`config.mk`:
```
export PLATFORM = sky130hd
export DESIGN_NAME = plca_rx_decode_flat
export DESIGN_NICKNAME = d
export VERILOG_FILES = /design/src/rtl/plca_rx_decode_if.sv /design/src/rtl/plca_rx_decode.sv /design/src/flat_wrapper.sv
export SDC_FILE = /design/constraint.sdc
export NUM_CORES = 1
export LEC_CHECK = 0
export ABC_AREA = 1
export BUFFER_PORTS_ARGS = -buffer_cell sky130_fd_sc_hd__clkbuf_2
export CORE_ASPECT_RATIO = 0.9
export CORE_MARGIN = 4
export CORE_UTILIZATION = 35
export DETAILED_ROUTE_END_ITERATION = 8
export RECOVER_POWER = 25
export SYNTH_ARGS = -nofsm -noshare
export SYNTH_HDL_FRONTEND = slang
export SYNTH_SLANG_ARGS = --single-unit
```
`constraint.sdc`:
```
create_clock -name RX_CLK -period 2.7 [get_ports RX_CLK]
set_input_delay 0.405 -clock RX_CLK [delete_from_list [all_inputs] [get_ports RX_CLK]]
set_output_delay 0.405 -clock RX_CLK [all_outputs]
set_load 0.05 [all_outputs]
```
`src/rtl/plca_rx_decode_if.sv`:
```
// PHY-side MII receive inputs and MAC-side outputs of the PLCA receive decoder.
// slave = decoder, master = whatever drives the PHY side and observes the MAC side.
interface plca_rx_decode_if #(
   parameter int CNT_W = 8
);
   logic             plca_en;
   logic             plca_status;
   logic [3:0]       RXD;
   logic             RX_DV;
   logic             RX_ER;
   logic             CRS;
   logic [1:0]       rx_cmd;
   logic             receiving;
   logic             beacon_det;
   logic [3:0]       RXD_MAC;
   logic             RX_DV_MAC;
   logic             RX_ER_MAC;
   logic             CRS_MAC;
   logic [1:0]       rx_dec_state;
   logic [CNT_W-1:0] beacon_cnt;
   logic [CNT_W-1:0] glitch_cnt;

   modport slave (
      input  plca_en, plca_status, RXD, RX_DV, RX_ER, CRS,
      output rx_cmd, receiving, beacon_det, RXD_MAC, RX_DV_MAC, RX_ER_MAC, CRS_MAC,
             rx_dec_state, beacon_cnt, glitch_cnt
   );
   modport master (
      output plca_en, plca_status, RXD, RX_DV, RX_ER, CRS,
      input  rx_cmd, receiving, beacon_det, RXD_MAC, RX_DV_MAC, RX_ER_MAC, CRS_MAC,
             rx_dec_state, beacon_cnt, glitch_cnt
   );
endinterface

```
`src/rtl/plca_rx_decode.sv`:
```
// PLCA receive decoder: qualifies BEACON/COMMIT symbols from the MII receive path,
// reports them on rx_cmd and hides them from the MAC. Every output is registered.
module plca_rx_decode #(
   parameter int CMD_QUAL = 2,
   parameter int CNT_W    = 8
)(
   input  logic           RX_CLK,
   input  logic           rst_n,
   plca_rx_decode_if.slave bus
);
   typedef enum logic [1:0] {IDLE = 2'b00, QUAL = 2'b01, CMD = 2'b10, DATA = 2'b11} state_t;
   typedef struct packed {
      logic [3:0] rxd;
      logic       dv;
      logic       er;
      logic       crs;
   } mii_t;

   localparam logic [1:0]       CMD_BEACON = 2'b00;
   localparam logic [1:0]       CMD_COMMIT = 2'b01;
   localparam logic [1:0]       CMD_NONE   = 2'b10;
   localparam logic [2:0]       QUAL_MAX   = 3'(CMD_QUAL);
   localparam logic [CNT_W-1:0] CNT_MAX    = '1;

   state_t           state, state_nx;
   logic [2:0]       qcnt, qcnt_nx;
   logic [1:0]       cmd_lat, cmd_lat_nx;
   logic             entry, glitch, eval_idle;
   logic             bypass, is_cmd;
   logic [1:0]       enc;
   mii_t             phy, mac_q, mac_nx;
   logic [1:0]       rx_cmd_q, rx_cmd_nx;
   logic             receiving_q, receiving_nx;
   logic             beacon_det_q, beacon_det_nx;
   logic [CNT_W-1:0] beacon_cnt_q, glitch_cnt_q;

   assign phy    = {bus.RXD, bus.RX_DV, bus.RX_ER, bus.CRS};
   assign bypass = !bus.plca_en || !bus.plca_status;
   assign is_cmd = !bus.RX_DV && bus.RX_ER && (bus.RXD == 4'h2 || bus.RXD == 4'h3);
   assign enc    = bus.RXD[0] ? CMD_COMMIT : CMD_BEACON;

   always_ff @(posedge RX_CLK or negedge rst_n) begin
      if (!rst_n) begin
         state   <= IDLE;
         qcnt    <= '0;
         cmd_lat <= CMD_NONE;
      end else begin
         state   <= state_nx;
         qcnt    <= qcnt_nx;
         cmd_lat <= cmd_lat_nx;
      end
   end

   always_comb begin
      state_nx   = state;
      qcnt_nx    = qcnt;
      cmd_lat_nx = cmd_lat;
      entry      = 1'b0;
      glitch     = 1'b0;
      eval_idle  = 1'b0;
      if (bypass) begin
         state_nx = IDLE;
         qcnt_nx  = '0;
      end else begin
         case (state)
            IDLE: eval_idle = 1'b1;
            QUAL: begin
               if (is_cmd && enc == cmd_lat) begin
                  qcnt_nx = qcnt + 3'd1;
                  if (qcnt_nx >= QUAL_MAX) begin
                     state_nx = CMD;
                     qcnt_nx  = '0;
                     entry    = 1'b1;
                  end
               end else begin
                  // abandoned qualification: this cycle is treated as a fresh IDLE cycle
                  glitch    = 1'b1;
                  eval_idle = 1'b1;
               end
            end
            CMD: begin
               if (is_cmd)         cmd_lat_nx = enc;
               else if (bus.RX_DV) state_nx   = DATA;
               else                state_nx   = IDLE;
            end
            DATA: if (!bus.RX_DV && !bus.CRS) state_nx = IDLE;
            default: state_nx = IDLE;
         endcase
         if (eval_idle) begin
            qcnt_nx = '0;
            if (is_cmd) begin
               cmd_lat_nx = enc;
               if (CMD_QUAL <= 1) begin
                  state_nx = CMD;
                  entry    = 1'b1;
               end else begin
                  state_nx = QUAL;
                  qcnt_nx  = 3'd1;
               end
            end else if (bus.RX_DV) begin
               state_nx = DATA;
            end else begin
               state_nx = IDLE;
            end
         end
      end
   end

   // Outputs are computed from the next state so they land on the same edge as it.
   always_comb begin
      rx_cmd_nx     = (state_nx == CMD) ? cmd_lat_nx : CMD_NONE;
      beacon_det_nx = entry && (cmd_lat_nx == CMD_BEACON);
      mac_nx        = phy;
      receiving_nx  = phy.crs;
      if (!bypass) begin
         case (state_nx)
            IDLE:    receiving_nx = phy.crs;
            DATA:    receiving_nx = 1'b1;
            default: begin
               mac_nx       = '0;
               receiving_nx = 1'b0;
            end
         endcase
      end
   end

   always_ff @(posedge RX_CLK or negedge rst_n) begin
      if (!rst_n) begin
         rx_cmd_q     <= CMD_NONE;
         receiving_q  <= 1'b0;
         beacon_det_q <= 1'b0;
         mac_q        <= '0;
      end else begin
         rx_cmd_q     <= rx_cmd_nx;
         receiving_q  <= receiving_nx;
         beacon_det_q <= beacon_det_nx;
         mac_q        <= mac_nx;
      end
   end

   always_ff @(posedge RX_CLK or negedge rst_n) begin
      if (!rst_n) begin
         beacon_cnt_q <= '0;
         glitch_cnt_q <= '0;
      end else begin
         if (beacon_det_nx && beacon_cnt_q != CNT_MAX) beacon_cnt_q <= beacon_cnt_q + 1'b1;
         if (glitch && glitch_cnt_q != CNT_MAX)        glitch_cnt_q <= glitch_cnt_q + 1'b1;
      end
   end

   assign bus.rx_cmd       = rx_cmd_q;
   assign bus.receiving    = receiving_q;
   assign bus.beacon_det   = beacon_det_q;
   assign bus.RXD_MAC      = mac_q.rxd;
   assign bus.RX_DV_MAC    = mac_q.dv;
   assign bus.RX_ER_MAC    = mac_q.er;
   assign bus.CRS_MAC      = mac_q.crs;
   assign bus.rx_dec_state = state;
   assign bus.beacon_cnt   = beacon_cnt_q;
   assign bus.glitch_cnt   = glitch_cnt_q;
endmodule

```
`src/flat_wrapper.sv`:
```
// flat-port wrapper written by rule: the top's interface ports become plain ports
module plca_rx_decode_flat 
#(
   parameter int CMD_QUAL = 2,
   parameter int CNT_W    = 8
)
  (RX_CLK, rst_n, bus_plca_en, bus_plca_status, bus_RXD, bus_RX_DV, bus_RX_ER, bus_CRS, bus_rx_cmd, bus_receiving, bus_beacon_det, bus_RXD_MAC, bus_RX_DV_MAC, bus_RX_ER_MAC, bus_CRS_MAC, bus_rx_dec_state, bus_beacon_cnt, bus_glitch_cnt);
  plca_rx_decode_if #(.CNT_W(CNT_W)) bus_i ();
  input  logic RX_CLK;
  input  logic rst_n;
  input wire logic [$bits(bus_i.plca_en)-1:0] bus_plca_en;
  input wire logic [$bits(bus_i.plca_status)-1:0] bus_plca_status;
  input wire logic [$bits(bus_i.RXD)-1:0] bus_RXD;
  input wire logic [$bits(bus_i.RX_DV)-1:0] bus_RX_DV;
  input wire logic [$bits(bus_i.RX_ER)-1:0] bus_RX_ER;
  input wire logic [$bits(bus_i.CRS)-1:0] bus_CRS;
  output wire logic [$bits(bus_i.rx_cmd)-1:0] bus_rx_cmd;
  output wire logic [$bits(bus_i.receiving)-1:0] bus_receiving;
  output wire logic [$bits(bus_i.beacon_det)-1:0] bus_beacon_det;
  output wire logic [$bits(bus_i.RXD_MAC)-1:0] bus_RXD_MAC;
  output wire logic [$bits(bus_i.RX_DV_MAC)-1:0] bus_RX_DV_MAC;
  output wire logic [$bits(bus_i.RX_ER_MAC)-1:0] bus_RX_ER_MAC;
  output wire logic [$bits(bus_i.CRS_MAC)-1:0] bus_CRS_MAC;
  output wire logic [$bits(bus_i.rx_dec_state)-1:0] bus_rx_dec_state;
  output wire logic [$bits(bus_i.beacon_cnt)-1:0] bus_beacon_cnt;
  output wire logic [$bits(bus_i.glitch_cnt)-1:0] bus_glitch_cnt;
  assign bus_i.plca_en = bus_plca_en;
  assign bus_i.plca_status = bus_plca_status;
  assign bus_i.RXD = bus_RXD;
  assign bus_i.RX_DV = bus_RX_DV;
  assign bus_i.RX_ER = bus_RX_ER;
  assign bus_i.CRS = bus_CRS;
  assign bus_rx_cmd = bus_i.rx_cmd;
  assign bus_receiving = bus_i.receiving;
  assign bus_beacon_det = bus_i.beacon_det;
  assign bus_RXD_MAC = bus_i.RXD_MAC;
  assign bus_RX_DV_MAC = bus_i.RX_DV_MAC;
  assign bus_RX_ER_MAC = bus_i.RX_ER_MAC;
  assign bus_CRS_MAC = bus_i.CRS_MAC;
  assign bus_rx_dec_state = bus_i.rx_dec_state;
  assign bus_beacon_cnt = bus_i.beacon_cnt;
  assign bus_glitch_cnt = bus_i.glitch_cnt;
  plca_rx_decode #(.CMD_QUAL(CMD_QUAL), .CNT_W(CNT_W)) u_core (.RX_CLK(RX_CLK), .rst_n(rst_n), .bus(bus_i));
endmodule
```
After elaboration in Yosys (flattened, before gate mapping) --
Index checks and enable logic that the tools add are counted.
Word-level totals: bits in read-only memories 0, output and inout port bits 29, RAM bits 0, input bits 11, logic and storage cells 81, memories 0, bits in latches 0, register bits after elaboration 34
Cells by class: multiplexer cells 35, reductions and logical operators 20, shifts and indexed selects 0, multiply operators 0, add/subtract/negate cells 3, eq/ne operators 10, bitwise gates (word level) 0, $lt $le $gt $ge 1, div/mod/pow operators 0
Operators by type and width (number):
- two-way mux 2 bit | 14
- adder 8 x 1 -> 8 bit (second input constant) | 2
- != test 8 bit (second input constant) | 2
- two-way mux 3 bit | 5
- two-way mux 7 bit | 2
- two-way mux 1 bit | 11
- equality test 2 bit (second input constant) | 4
- equality test 4 x 2 -> 1 bit (second input constant) | 2
- logical AND 1 bit | 7
- zero test 2 bit | 3
- case mux 2 bit (3 select lines) | 1
- nonzero test 3 bit | 2
- zero test 1 bit | 4
- case mux 1 bit (2 select lines) | 2
- adder 3 x 1 -> 3 bit (second input constant) | 1
- greater-or-equal comparator 3 x 2 -> 1 bit (second input constant) | 1
- equality test 2 x 1 -> 1 bit (second input constant) | 1
- equality test 2 bit | 1
- logical OR 1 bit | 2
- AND reduction 2 bit | 1
- OR reduction 2 bit | 1

Logic depth before layout (Yosys ltp) --
Gate-level depths: netlist of the first run.
word-level depth 13, depth in mapped cells 13, gate-level depth less buffers 13

Worst setup path after synthesis of the first run --
Ideal clock, no wire load.
kind register to register, start point register u_core.qcnt[0], end point register u_core.mac_q, in the netlist u_core.bus.CRS_MAC, path slack 776 ps, clock period less this slack 1924 ps, arrival 1811 ps, stages on the path, launching flop included 11, cell sequence dfrtp_1 ha_1 xor2_1 nor3_1 o21ai_0 nand2_1 o211ai_1 ha_1 nand2_1 nand2_1 inv_1
RTL lines:
- from (decl) | RTL line plca_rx_decode.sv:26 | logic [2:0] qcnt, qcnt_nx;
- from (signal assigned) | RTL line plca_rx_decode.sv:49 | qcnt <= qcnt_nx;
- to (signal assigned) | RTL line plca_rx_decode.sv:137 | mac_q <= mac_nx;
- to (decl) | RTL line plca_rx_decode.sv:31 | mii_t phy, mac_q, mac_nx;

==> results of run 1 <==
-- registers in the layout, summed over array words and instances (netlist names) --
| name | count |
|---|---|
| u_core.bus.receiving | 1 |
| u_core.bus.rx_dec_state | 2 |
| u_core.bus.RXD_MAC | 4 |
| u_core.bus.RX_ER_MAC | 1 |
| u_core.bus.rx_cmd | 2 |
| u_core.cmd_lat | 2 |
| u_core.bus.RX_DV_MAC | 1 |
| u_core.bus.beacon_det | 1 |
| u_core.bus.beacon_cnt | 8 |
| u_core.qcnt | 3 |
| u_core.bus.CRS_MAC | 1 |
| u_core.bus.glitch_cnt | 8 |
-- cell type report --
type | count | area share
Clock buffer | 8 | 0.0510
Sequential cell | 34 | 0.396
Timing Repair Buffer | 39 | 0.0899
Multi-Input combinational cell | 121 | 0.367
Inverter | 34 | 0.0592
Tap cell | 65 | 0.0377
-- per-stage QoR --
step | cell area, µm² | util | std cells | hold slack (ns)
after floorplan | 1770 | - | 189 | 0.109
after global placement | 2050 | 0.422 | 293 | 0.456
after detailed placement | 2050 | 0.422 | 293 | 0.459
after CTS | 2160 | 0.444 | 301 | 0.246
after global routing | 2160 | 0.443 | 301 | 0.317
final | 2160 | 0.443 | 301 | 0.319
-- cell usage in the layout, fill, tap and decap left out, types with 2 or more instances in the layout --
cell       n
nor2_8     2
nand4_1   11
o21ai_0    2
nand2_4    3
dfstp_2    2
nor3_1     2
a21oi_1    2
ha_1       7
nand2_2    3
nor3_2     2
clkbuf_2  38
clkbuf_8   8
nor2_1     8
inv_1     29
nand3_1   13
nand2_1   39
xor2_1     9
nand3_2    2
nor2_2     2
inv_2      5
xnor2_1    5
dfrtp_1   32
nor2_4     2
-- tightest hold or removal path, cell delays in order --
cell and delay, ns:
clkbuf_2 0.09, nand2_1 0.05, inv_1 0.04
-- logic make-up (layout without fill, tap and decap cells) --
family,Yosys count,count (layout)
mux,1,1
flops,34,34
fa+ha+maj,7,7
buf+inv,34,81
simple gates,91,91
compound gates,8,8
xor+xnor,14,14
-- where the power goes --
group	internal [mW]	switching (mW)	leakage, nW
sequential	0.547	0.0306	0.442
combinational	0.0625	0.193	0.737
clock	0.258	0.187	0.0575
-- final timing paths --
kind	from	to	slack, ns
min	bus_RXD[3]	u_core.bus.RXD_MAC[3]$_DFF_PN0_	0.32
max	u_core.qcnt[0]$_DFFE_PN0P_	u_core.bus.RXD_MAC[1]$_DFF_PN0_	0.51
min in group asynchronous	rst_n	u_core.bus.glitch_cnt[1]$_DFFE_PN0P_	0.58
max in group asynchronous	rst_n	u_core.qcnt[2]$_DFFE_PN0P_	1.08
max reg2reg	u_core.qcnt[0]$_DFFE_PN0P_	u_core.bus.RXD_MAC[1]$_DFF_PN0_	0.51
min reg2reg	u_core.cmd_lat[1]$_DFF_PN1_	u_core.cmd_lat[1]$_DFF_PN1_	0.47
-- routing by layer --
layer / vias up / track usage / share of wire
met5: - / 0 / 0
met4: 0 / 0.0544 / 0.020
met3: 7 / 0.0378 / 0.038
met2: 25 / 0.179 / 0.41
met1: 598 / 0.176 / 0.53
li1: 695 / - / -
-- cells in the mapped netlist, types with 2 or more instances --
master	number	area share
o21ai_0	2	0.0056
nor3_2	2	0.011
dfstp_2	2	0.030
nor2_8	2	0.023
a21oi_1	2	0.0056
nand3_2	2	0.011
xor2_1	9	0.044
inv_2	6	0.013
nand2_2	4	0.014
xnor2_1	5	0.025
nor2_2	2	0.0071
nor2_1	8	0.017
nand2_1	38	0.080
dfrtp_1	32	0.45
nor3_1	2	0.0056
nand2_4	3	0.019
nor2_4	2	0.013
inv_1	28	0.059
nand3_1	13	0.037
ha_1	7	0.049
nand4_1	11	0.039
==> out/metrics.cfg, run 1 <==
[outcome]
status = finished with violations
violations = capacitance limit, slew limit

[power]
p_leak_nw = 1.24
powerDensity_nw_per_um2 = 592
irDropWorstVdd_uv = 240
total_power_mw = 1.28

[worst_setup_path]
path_buf_inv = 1
crit_family = simple AND/OR/NAND/NOR gates
cp.arrival_ns = 2.38
worstPathMaxFanout = 7
crit_path_cell_trace = ha_1 > xor2_1 > nor3_1 > o21ai_0 > nand2_1 > o211ai_1 > ha_1 > nand2_1 > nand2_1 > inv_1
worstSetupStartpointType = flop
worstPathRequired_ns = 2.89
crit_cells = 10
path_class = flop to flop
worstSetupEndpointType = flop
slowest_stage = dfrtp_1
max_stage_delay_ns = 0.40
reg2reg_depth = 10
crit_top_cell = nand2_1

[synth]
synthMuxAreaShare = 0.00635
postSynth.asyncResetShare = 1.00
synth_cell_types = 28
synth_edf_count = 0
netlist_area_um2 = 1770
ys_seq_elements = 34
synth-compound-area-share = 0.0268
yosysWarnings = 0
ys_seq_area_frac = 0.481
synth-main-ff-cell = dfrtp_1
syn_avg_cell_area_um2 = 9.39
synth_cells = 189
syn-num-nets = 207
synth_adder_area_share = 0.0494
synth_simple_gate_area_frac = 0.295
synth_top_family_by_area = simple AND/OR/NAND/NOR gates
yosys.area_share.xor_xnor = 0.0691

[finish]
area_delta_synth_final_pct = 21.6
nNetsFinal = 253
drive_gt1_frac = 0.305
multiInputGateArea_um2 = 791
diodes = 0
fillers = 485
area.sequential_um2 = 853

[clock_tree]
cts_made_buffers = 5
cts_root_buf = clkbuf_8
path_clk_slew_ns = 0.07
cts_hold_buffers = 0
clock-sinks = 34
cts_tree = done
htreeDepth = 2
ctsResizeCount = 0
insertion_delay_ns = 0.29
cts_setup_buffers = 0
cts_buffer_depth = 2

[global_route]
antenna_found_initial = 0
overflow = 0
grt_pass1_vias = 1284
grt_pass1_wl_mm = 6.21
grt_max_degree = 35
track_usage = 0.125

[place]
pre_cts_ws_ns = 0.514
numPortBuffers = 39
place_congestion = 0.820
dp_hpwl_mm = 2.64

[timing]
rsz0062_at_grt = no
max_slew_margin = -0.195
fin_crit_sh = 0.812
finalClockSkew_ns = 0.00392
setup_slack_ns = 0.509
tightest_slew_ns = 1.79
setup_viol = 0
fin_tns_setup_ns = 0
hold_violations = 0
fmax_mhz = 456
layout_min_cycle_time_ns = 2.19
slew_viol_final = 35

[worst_hold_path]
hold_class = input pin to flop
min_path_cells = 3

[route]
routedWlPerCell_um = 11.8
route.detailed.drc = 0
drt_iter0_markers = 60
avgViaCountPerCell = 4.40
vias = 1325
wirelength_mm = 3.54
drt_pass1_iterations = 4
ant_nets = 0

[floorplan]
start_util = 0.365
rows = 24
fp.dieH_um = 75.5
io_pins = 40
core_um2 = 4860
chipWidth_um = 83.1
die_area_um2 = 6270

[run]
cap_violations = 1

Note: power is estimated with default switching activity, not from simulation.
==> inputs of run 2 (changes only) <==
- clock period: 2.7 -> 2.2 ns (I/O delays scaled with it)
==> run 2 against run 1 <==
Against the previous run: clock power increased by 4.7%; total power grew 17%; combinational power rose by 26%; the run still ends with capacitance limit, slew limit left; highest routed layer unchanged; design area up 0.75%; largest power group unchanged; largest cell class unchanged; critical path depth increased by 1.
==> out/metrics.cfg, run 2 (synthesized netlist as in run 1, its figures left out) <==
[outcome]
status = finished with violations
violations = capacitance limit, slew limit

[worst_setup_path]
crit_cells = 11
worstPathRequired_ns = 2.38
crit_family = adder cells
cp.arrival_ns = 2.20
reg2reg_depth = 11
worstSetupStartpointType = flop
max_stage_delay_ns = 0.40
worstSetupEndpointType = flop
cp-startpoint = u_core.qcnt[1]$_DFFE_PN0P_
slowest_stage = ha_1
path_buf_inv = 3
r2r_start = u_core.qcnt[1]$_DFFE_PN0P_
crit_top_cell = inv_1
path_class = flop to flop
worstPathMaxFanout = 7
crit_path_cell_trace = inv_1 > ha_1 > inv_1 > nor3_2 > o21ai_1 > nand2_1 > o211ai_1 > ha_1 > nand2_4 > nand2_1 > inv_1

[route]
wirelength_mm = 3.53
drt_pass1_iterations = 4
route.detailed.drc = 0
ant_nets = 0
vias = 1331
avgViaCountPerCell = 4.39
drt_iter0_markers = 58
routedWlPerCell_um = 11.6

[clock_tree]
cts_root_buf = clkbuf_8
insertion_delay_ns = 0.28
cts_made_buffers = 5
clock-sinks = 34
htreeDepth = 2
cts_buffer_depth = 2
path_clk_slew_ns = 0.07
cts_tree = done

[finish]
layout_common_cells = clkbuf_2, nand2_1, dfrtp_1
drive_gt1_frac = 0.324
nNetsFinal = 255
diodes = 0
fin_cells = 303
area_delta_synth_final_pct = 22.5
layout_commonest_cell = clkbuf_2

[floorplan]
io_pins = 40
start_util = 0.365
die_area_um2 = 6270
rows = 24
chipWidth_um = 83.1
fp.dieH_um = 75.5
core_um2 = 4860

[worst_hold_path]
min-delay-start = bus_RXD[3]
min_path_cells = 3
hold_class = input pin to flop

[timing]
slew_viol_final = 35
layout_min_cycle_time_ns = 2.02
finalClockSkew_ns = 0.00764
fin_crit_sh = 0.916
max_slew_margin = -0.200
fmax_mhz = 496
hold_violations = 0
tightest_slew_ns = 1.80
fin_tns_setup_ns = 0
rsz0062_at_grt = no
setup_viol = 0

[power]
pwr-share-comb = 0.215
sequentialPowerShare = 0.474
internal-power_mw = 1.00
switching_power_mw = 0.492
irDropWorstVdd_uv = 274
total_power_mw = 1.49
powerDensity_nw_per_um2 = 688
p_clk_frac = 0.312
swShare = 0.329
p_leak_nw = 1.25

[place]
place_congestion = 0.820
dp_hpwl_mm = 2.66
numPortBuffers = 39
dpl.cell_count = 294

[global_route]
antenna_found_initial = 0
track_usage = 0.120
grt_pass1_vias = 1273
overflow = 0
grt_max_degree = 35
grt_pass1_wl_mm = 5.89

[run]
cap_violations = 1

run 2: layer usage:
layer	vias to the layer above	global-route usage	share of wire
met3	5	0.0346	0.034
met4	0	0.0544	0.021
met1	607	0.162	0.51
li1	698	-	-
met5	-	0	0
met2	21	0.182	0.43
run 2: layout make-up:
type	instances	area, µm²
fillers	506	2690
repair buffers	41	209
well taps	65	81.3
clock buffers	7	86.3
inverters	34	128
clock inverters	1	5.00
multi-input cells	121	811
flip-flops and latches	34	853
run 2: power by group through the flow:
stage	combinational (mW)	clock (mW)	sequential, mW
5_1_grt	0.347	0.516	0.715
4_1_cts	0.321	0.489	0.709
6_report	0.321	0.466	0.708
3_3_place_gp	0.318	0	0.720
2_1_floorplan	0.107	0	0.843
3_5_place_dp	0.320	0	0.720
run 2: path summary, 6_finish.rpt:
path	end	slack, ns
min in group asynchronous	u_core.bus.glitch_cnt[1]$_DFFE_PN0P_	0.52
max in group asynchronous	u_core.bus.beacon_cnt[6]$_DFFE_PN0P_	0.63
min reg2reg	u_core.cmd_lat[1]$_DFF_PN1_	0.47
min	u_core.bus.RXD_MAC[3]$_DFF_PN0_	0.25
max	u_core.bus.RX_DV_MAC$_DFF_PN0_	0.18
max reg2reg	u_core.bus.RX_DV_MAC$_DFF_PN0_	0.18
run 2: stage by stage:
step	instance area, µm²	setup WS, ns	hold slack [ns]	util
final	2170	0.184	0.247	0.447
after global routing	2170	0.00123	0.256	0.447
after CTS	2150	0.111	0.163	0.443
after detailed placement	2060	0.00935	0.458	0.423
after global placement	2060	0.0508	0.455	0.423
after floorplan	1770	0.276	0.0344	-
run 2: repair_timing:
| action | in CTS | in global routing |
|---|---|---|
| endpoints found under the hold margin | 0 | 0 |
| pin swaps | 0 | 2 |
| buffers inserted | 0 | 1 |
| setup endpoints to repair | 5 | 8 |
| hold buffers | 0 | 0 |
| resized for setup | 1 | 4 |
run 2: tightest hold or removal path, stage by stage:
cell and delay [ns]:
clkbuf_2 0.09, nand2_1 0.05, inv_1 0.04
